`src/rtl/demux7_tdm_rx_if.sv`:
```
// ---------------------------------------------------------------------------
// demux7_tdm_rx_if
// Bundle between the 7:1 TDM link and its receiver.
//   Link side (driven by master): din, din_valid, sync
//   Frame side (driven by slave): A..G, Sel, frame_valid, sync_err, locked,
//                                 frame_cnt[CNT_W-1:0]
// master = the upstream mux / test driver, slave = the receiver.
// ---------------------------------------------------------------------------
interface demux7_tdm_rx_if #(
  parameter int CNT_W = 8
);
  logic             din;
  logic             din_valid;
  logic             sync;
  logic             A;
  logic             B;
  logic             C;
  logic             D;
  logic             E;
  logic             F;
  logic             G;
  logic [2:0]       Sel;
  logic             frame_valid;
  logic             sync_err;
  logic             locked;
  logic [CNT_W-1:0] frame_cnt;

  modport master (
    output din, din_valid, sync,
    input  A, B, C, D, E, F, G, Sel, frame_valid, sync_err, locked, frame_cnt
  );

  modport slave (
    input  din, din_valid, sync,
    output A, B, C, D, E, F, G, Sel, frame_valid, sync_err, locked, frame_cnt
  );
endinterface

```
`src/rtl/demux7_tdm_rx.sv`:
```
// ---------------------------------------------------------------------------
// demux7_tdm_rx
// Receive end of a 7:1 bit-serial TDM link. Tracks the slot sequence
// (0..6), collects slots 0..5 in a shadow register and publishes the whole
// frame on A..G at once when slot 6 arrives, with a one-cycle frame_valid.
//   clk    : rising-edge clock
//   rst_n  : asynchronous active-low reset
//   bus    : slave side of demux7_tdm_rx_if (din/din_valid/sync in,
//            A..G, Sel, frame_valid, sync_err, locked, frame_cnt out)
// Parameters:
//   REQUIRE_SYNC : 1 = every slot-0 beat must carry sync, 0 = sync only
//                  needed to acquire lock
//   CNT_W        : width of the completed-frame counter (must match bus)
// ---------------------------------------------------------------------------
module demux7_tdm_rx #(
  parameter bit REQUIRE_SYNC = 1'b1,
  parameter int CNT_W        = 8
) (
  input  logic               clk,
  input  logic               rst_n,
  demux7_tdm_rx_if.slave     bus
);

  typedef enum logic {
    IDLE = 1'b0,
    RUN  = 1'b1
  } state_t;

  localparam logic [2:0]       LAST_SLOT = 3'd6;
  localparam logic [CNT_W-1:0] CNT_ONE   = {{(CNT_W-1){1'b0}}, 1'b1};

  state_t           r_state;
  logic [2:0]       r_sel;
  logic [5:0]       r_shadow;
  logic [6:0]       r_frame;
  logic             r_frameValid;
  logic             r_syncErr;
  logic [CNT_W-1:0] r_frameCnt;

  // Slot tracker and frame assembler. Only valid beats advance anything;
  // the two pulse outputs fall back to 0 on every edge so they last one
  // cycle. A sync beat always restarts the frame at slot 0, which is how an
  // early sync both flags the error and resynchronises in the same beat.
  // Slot 6 is never stored: it goes straight to G together with the shadow
  // bits so A..G change atomically.
  always_ff @(posedge clk or negedge rst_n) begin
    if (!rst_n) begin
      r_state      <= IDLE;
      r_sel        <= 3'd0;
      r_shadow     <= 6'd0;
      r_frame      <= 7'd0;
      r_frameValid <= 1'b0;
      r_syncErr    <= 1'b0;
      r_frameCnt   <= '0;
    end else begin
      r_frameValid <= 1'b0;
      r_syncErr    <= 1'b0;
      if (bus.din_valid) begin
        case (r_state)
          IDLE: begin
            if (bus.sync) begin
              r_shadow[0] <= bus.din;
              r_sel       <= 3'd1;
              r_state     <= RUN;
            end
          end
          RUN: begin
            if (bus.sync) begin
              if (r_sel != 3'd0) begin
                r_syncErr <= 1'b1;
              end
              r_shadow[0] <= bus.din;
              r_sel       <= 3'd1;
            end else if (r_sel == 3'd0) begin
              if (REQUIRE_SYNC) begin
                r_syncErr <= 1'b1;
                r_state   <= IDLE;
                r_sel     <= 3'd0;
              end else begin
                r_shadow[0] <= bus.din;
                r_sel       <= 3'd1;
              end
            end else if (r_sel == LAST_SLOT) begin
              r_frame      <= {r_shadow[0], r_shadow[1], r_shadow[2],
                               r_shadow[3], r_shadow[4], r_shadow[5], bus.din};
              r_frameValid <= 1'b1;
              r_frameCnt   <= r_frameCnt + CNT_ONE;
              r_sel        <= 3'd0;
            end else begin
              r_shadow[r_sel] <= bus.din;
              r_sel           <= r_sel + 3'd1;
            end
          end
          default: begin
            r_state <= IDLE;
            r_sel   <= 3'd0;
          end
        endcase
      end
    end
  end

  // Outputs are straight views of registers; A is slot 0, G is slot 6.
  assign bus.A           = r_frame[6];
  assign bus.B           = r_frame[5];
  assign bus.C           = r_frame[4];
  assign bus.D           = r_frame[3];
  assign bus.E           = r_frame[2];
  assign bus.F           = r_frame[1];
  assign bus.G           = r_frame[0];
  assign bus.Sel         = r_sel;
  assign bus.frame_valid = r_frameValid;
  assign bus.sync_err    = r_syncErr;
  assign bus.locked      = (r_state == RUN);
  assign bus.frame_cnt   = r_frameCnt;

endmodule

```
`src/flat_wrapper.sv`:
```
// flat-port wrapper written by rule: the top's interface ports become plain ports
module demux7_tdm_rx_flat 
#(
  parameter bit REQUIRE_SYNC = 1'b1,
  parameter int CNT_W        = 8
)
  (clk, rst_n, bus_din, bus_din_valid, bus_sync, bus_A, bus_B, bus_C, bus_D, bus_E, bus_F, bus_G, bus_Sel, bus_frame_valid, bus_sync_err, bus_locked, bus_frame_cnt);
  demux7_tdm_rx_if #(.CNT_W(CNT_W)) bus_i ();
  input  logic clk;
  input  logic rst_n;
  input wire logic [$bits(bus_i.din)-1:0] bus_din;
  input wire logic [$bits(bus_i.din_valid)-1:0] bus_din_valid;
  input wire logic [$bits(bus_i.sync)-1:0] bus_sync;
  output wire logic [$bits(bus_i.A)-1:0] bus_A;
  output wire logic [$bits(bus_i.B)-1:0] bus_B;
  output wire logic [$bits(bus_i.C)-1:0] bus_C;
  output wire logic [$bits(bus_i.D)-1:0] bus_D;
  output wire logic [$bits(bus_i.E)-1:0] bus_E;
  output wire logic [$bits(bus_i.F)-1:0] bus_F;
  output wire logic [$bits(bus_i.G)-1:0] bus_G;
  output wire logic [$bits(bus_i.Sel)-1:0] bus_Sel;
  output wire logic [$bits(bus_i.frame_valid)-1:0] bus_frame_valid;
  output wire logic [$bits(bus_i.sync_err)-1:0] bus_sync_err;
  output wire logic [$bits(bus_i.locked)-1:0] bus_locked;
  output wire logic [$bits(bus_i.frame_cnt)-1:0] bus_frame_cnt;
  assign bus_i.din = bus_din;
  assign bus_i.din_valid = bus_din_valid;
  assign bus_i.sync = bus_sync;
  assign bus_A = bus_i.A;
  assign bus_B = bus_i.B;
  assign bus_C = bus_i.C;
  assign bus_D = bus_i.D;
  assign bus_E = bus_i.E;
  assign bus_F = bus_i.F;
  assign bus_G = bus_i.G;
  assign bus_Sel = bus_i.Sel;
  assign bus_frame_valid = bus_i.frame_valid;
  assign bus_sync_err = bus_i.sync_err;
  assign bus_locked = bus_i.locked;
  assign bus_frame_cnt = bus_i.frame_cnt;
  demux7_tdm_rx #(.REQUIRE_SYNC(REQUIRE_SYNC), .CNT_W(CNT_W)) u_core (.clk(clk), .rst_n(rst_n), .bus(bus_i));
endmodule
```
`config.mk`:
```
export PLATFORM = sky130hd
export DESIGN_NAME = demux7_tdm_rx_flat
export DESIGN_NICKNAME = d
export VERILOG_FILES = /design/src/rtl/demux7_tdm_rx_if.sv /design/src/rtl/demux7_tdm_rx.sv /design/src/flat_wrapper.sv
export SDC_FILE = /design/constraint.sdc
export NUM_CORES = 1
export LEC_CHECK = 0
export ABC_AREA = 1
export CORE_MARGIN = 1
export CORE_UTILIZATION = 25
export DETAILED_ROUTE_END_ITERATION = 16
export GPL_TIMING_DRIVEN = 0
export PLACE_DENSITY = 0.43
export SYNTH_ARGS = -nofsm -noshare
export SYNTH_HDL_FRONTEND = slang
export SYNTH_SLANG_ARGS = --single-unit
```
`constraint.sdc`:
```
create_clock -name clk -period 3.1 [get_ports clk]
set_clock_uncertainty 0.15 [all_clocks]
set_input_delay 0.465 -clock clk [delete_from_list [all_inputs] [get_ports clk]]
set_output_delay 0.465 -clock clk [all_outputs]
set_load 0.05 [all_outputs]
```
==> run_results.csv <==
group,metric,value,unit
yosys,synth_xor_area_share,2.806,%
route,first_iter_violations,52,
clock_network,clock_latency,270,ps
sta,rsz0062_at_grt,"no",
pwr,p_switching,0.0003353,W
critical_path,worstPathRequired,2480,ps
sta,tns,0,ps
final_layout,nets,182,
die,core,0.004755,mm2
pwr,seqPwrFrac,48.9,%
yosys,synth-compound-area-share,5.812,%
final_layout,drive_gt1_share,8.046,%
die,die_w,72.68,um
clock_network,cts_sinks,27,
grt,antenna_found_initial,0,
yosys,yosys.area_share.simple,30.16,%
flow_run,max_cap_viol_count,0,
pwr,intPower,0.0005810,W
critical_path,cp.arrival,1610,ps
yosys,ys_ff_latch,27,
clock_network,path_clk_slew,90,ps
outcome,outcome,"finished clean",
yosys,synth_top_family_by_area,"simple AND/OR/NAND/NOR gates",
final_layout,area_growth,29.96,%
critical_path,critPathBufInv,1,
place,dpl_worst_slack,927.5,ps
sta,hold_viol,0,
critical_path,cpPeakStageDelay,860,ps
route,drtPass1Iterations,4,
clock_network,cts_resized,0,
final_layout,final_cells,241,
grt,grt_usage,11.25,%
sta,worstMarginPinSlew,617.3,ps
die,start_util,26.26,%
clock_network,cts_hold_buf,0,
clock_network,h-tree-depth,1,
die,dieHeight,72.68,um
sta,final_max_slew_viol_count,0,
critical_path,path_max_fanout,7,
critical_path,startpoint_type,"flip-flop",
pwr,p_per_area,564.6,mW/mm2
yosys,yosys_warnings,0,
route,drtAntennaViolNets,0,
yosys,avgSynthCellArea,8.612,um2
place,placed_cells,237,
route,vias,1027,
route,wire_per_inst,10.87,um
critical_path,crit_slowest_cell,"clkdlybuf4s50_1",
route,via_per_inst,4.261,
die,dieArea,0.005282,mm2
yosys,syn_nets,152,
final_layout,antenna_cells,0,
pwr,ir_worst_vdd,257.4,uV
grt,grt_pass1_wl,4588,um
yosys,synth.area.mux_share,0,%
grt,grt_pass1_vias,991,
sta,layout_min_cycle_time,2225,ps
yosys,synth_fa_ha_area_share,2.004,%
final_layout,final_cell_area,0.001623,mm2
grt,grt_max_degree,28,
sta,fin_crit_sh,71.76,%
route,drc,0,
final_layout,post-route-util,34.13,%
place,hpwl,1928,um
critical_path,crit_chain,"clkdlybuf4s50_1",
grt,grt-ovfl-total,0,
pwr,p_leak,0.7651,nW
place,io_buffers,25,
yosys,synthesis.area,0.001249,mm2
critical_path,path_class,"flip-flop to output pin",
clock_network,cts_made_buffers,3,
critical_path,path_delay_family,"buffers and inverters",
route,routed_wirelength,2619,um
sta,setup_viol,0,
die,pin_count,26,
critical_path,endpoint_kind,"output pin",
yosys,syn_inst,145,
clock_network,cts_tree,"done",
clock_network,root_buffer,"clkbuf_8",
place,place.gp.congestion,0.8125,
clock_network,cts_setup_buffers,0,
pwr,p_sw_share,36.59,%
sta,finalWorstSetupSlack,875.5,ps
sta,fmax,449.5,MHz
place,placed_area,0.001583,mm2
yosys,synth.distinct_cells,21,
clock_network,clockBufferDepth,2,
die,row_count,25,
yosys,ys_seq_area_share,54.11,%
pwr,clkPwrFrac,21.9,%
worst_hold_path,min_path_type,"input pin to asynchronous set/reset pin",
sta,slew-limit-headroom,58.85,%
pwr,pwr-share-comb,29.2,%
-- per-stage QoR --
stage,power [W],hold slack (ps)
after floorplan,0.0006324,19.41
after global placement,0.0007228,307.6
after detailed placement,0.0007258,309.8
after CTS,0.0009326,333.6
after global routing,0.0009746,98.32
final,0.0009163,50.25
-- placed cells by master, fill, tap and decap left out --
| master | n |
|---|---|
| nand3b_1 | 1 |
| nand2_2 | 2 |
| buf_4 | 1 |
| buf_6 | 1 |
| nor3_1 | 1 |
| nand3_4 | 1 |
| nand4_1 | 1 |
| o21ai_1 | 2 |
| clkdlybuf4s50_1 | 24 |
| o21ai_0 | 8 |
| buf_2 | 1 |
| ha_1 | 2 |
| nand2_1 | 59 |
| nand3_1 | 10 |
| o211ai_1 | 3 |
| clkbuf_8 | 3 |
| nor2_2 | 1 |
| xor2_1 | 1 |
| clkbuf_1 | 1 |
| nor2_8 | 1 |
| nor2_1 | 8 |
| inv_2 | 3 |
| xnor2_1 | 3 |
| inv_1 | 9 |
| dfrtp_1 | 27 |
-- power groups by stage --
stage	Combinational, W	Sequential, W	Clock [W]
floorplan	0.0000972	0.000535	0
finish	0.000267	0.000448	0.000201
global placement	0.000269	0.000453	0
global route	0.000293	0.000457	0.000225
detailed placement	0.000271	0.000455	0
CTS	0.000272	0.000449	0.000211
-- Yosys cell counts (all sizes together) --
cell type / count / share of area (%)
nand3b: 1 / 0.60
dfrtp: 27 / 54
buf: 2 / 1.5
nand4: 1 / 0.50
o21ai: 10 / 4.0
nor2: 10 / 4.5
inv: 12 / 3.6
xor2: 1 / 0.70
nand3: 11 / 5.4
xnor2: 3 / 2.1
o211ai: 3 / 1.8
nand2: 61 / 19
nor3: 1 / 0.40
ha: 2 / 2.0
-- layout make-up --
class                           instances  area (um2)
Multi-Input combinational cell        104       509.2
Sequential cell                        27       675.6
Buffer                                  2       18.77
Tap cell                               67       83.83
Clock buffer                            4       45.04
Timing Repair Buffer                   25       245.2
Inverter                               12       45.04
Fill cell                             514        3132
-- state kept, by name (all words and copies together) (netlist names) --
register	flops
u_core.bus.sync_err	1
u_core.bus.Sel	3
u_core.r_frame	7
u_core.bus.frame_cnt	8
u_core.bus.frame_valid	1
u_core.r_shadow	6
u_core.bus.locked	1
-- logic make-up (layout without fill, tap and decap cells) --
logic type,Yosys count,after routing
buffers and inverters,14,43
adder cells (fa/ha/maj),2,2
flip-flops,27,27
AND/OR/NAND/NOR,85,85
AO/OA/AOI/OAI,13,13
XOR/XNOR,4,4
-- metal layers --
metal  vias up  track usage, %  wire length, um
li1        515               -                -
met2        21           18.69             1168
met4         0           5.229               35
met3         4           1.796              102
met5         -               0                0
met1       487           14.32             1312
-- path summary, 6_finish.rpt --
path                                         from  depth (start not counted)                      end  slack (ps)
worst max-delay path            u_core.bus.Sel[0]                          1               bus_Sel[0]         880
worst min-delay path                        rst_n                          1  u_core.bus.frame_cnt[2]          50
worst max register to register  u_core.bus.Sel[0]                          9  u_core.bus.frame_cnt[4]        1400
worst min register to register  u_core.r_frame[6]                          2        u_core.r_frame[6]         330
max in group asynchronous                   rst_n                          1        u_core.r_frame[2]        2350
min in group clk                u_core.r_frame[6]                          2        u_core.r_frame[6]         330
Power figures use the tool's default switching activity.
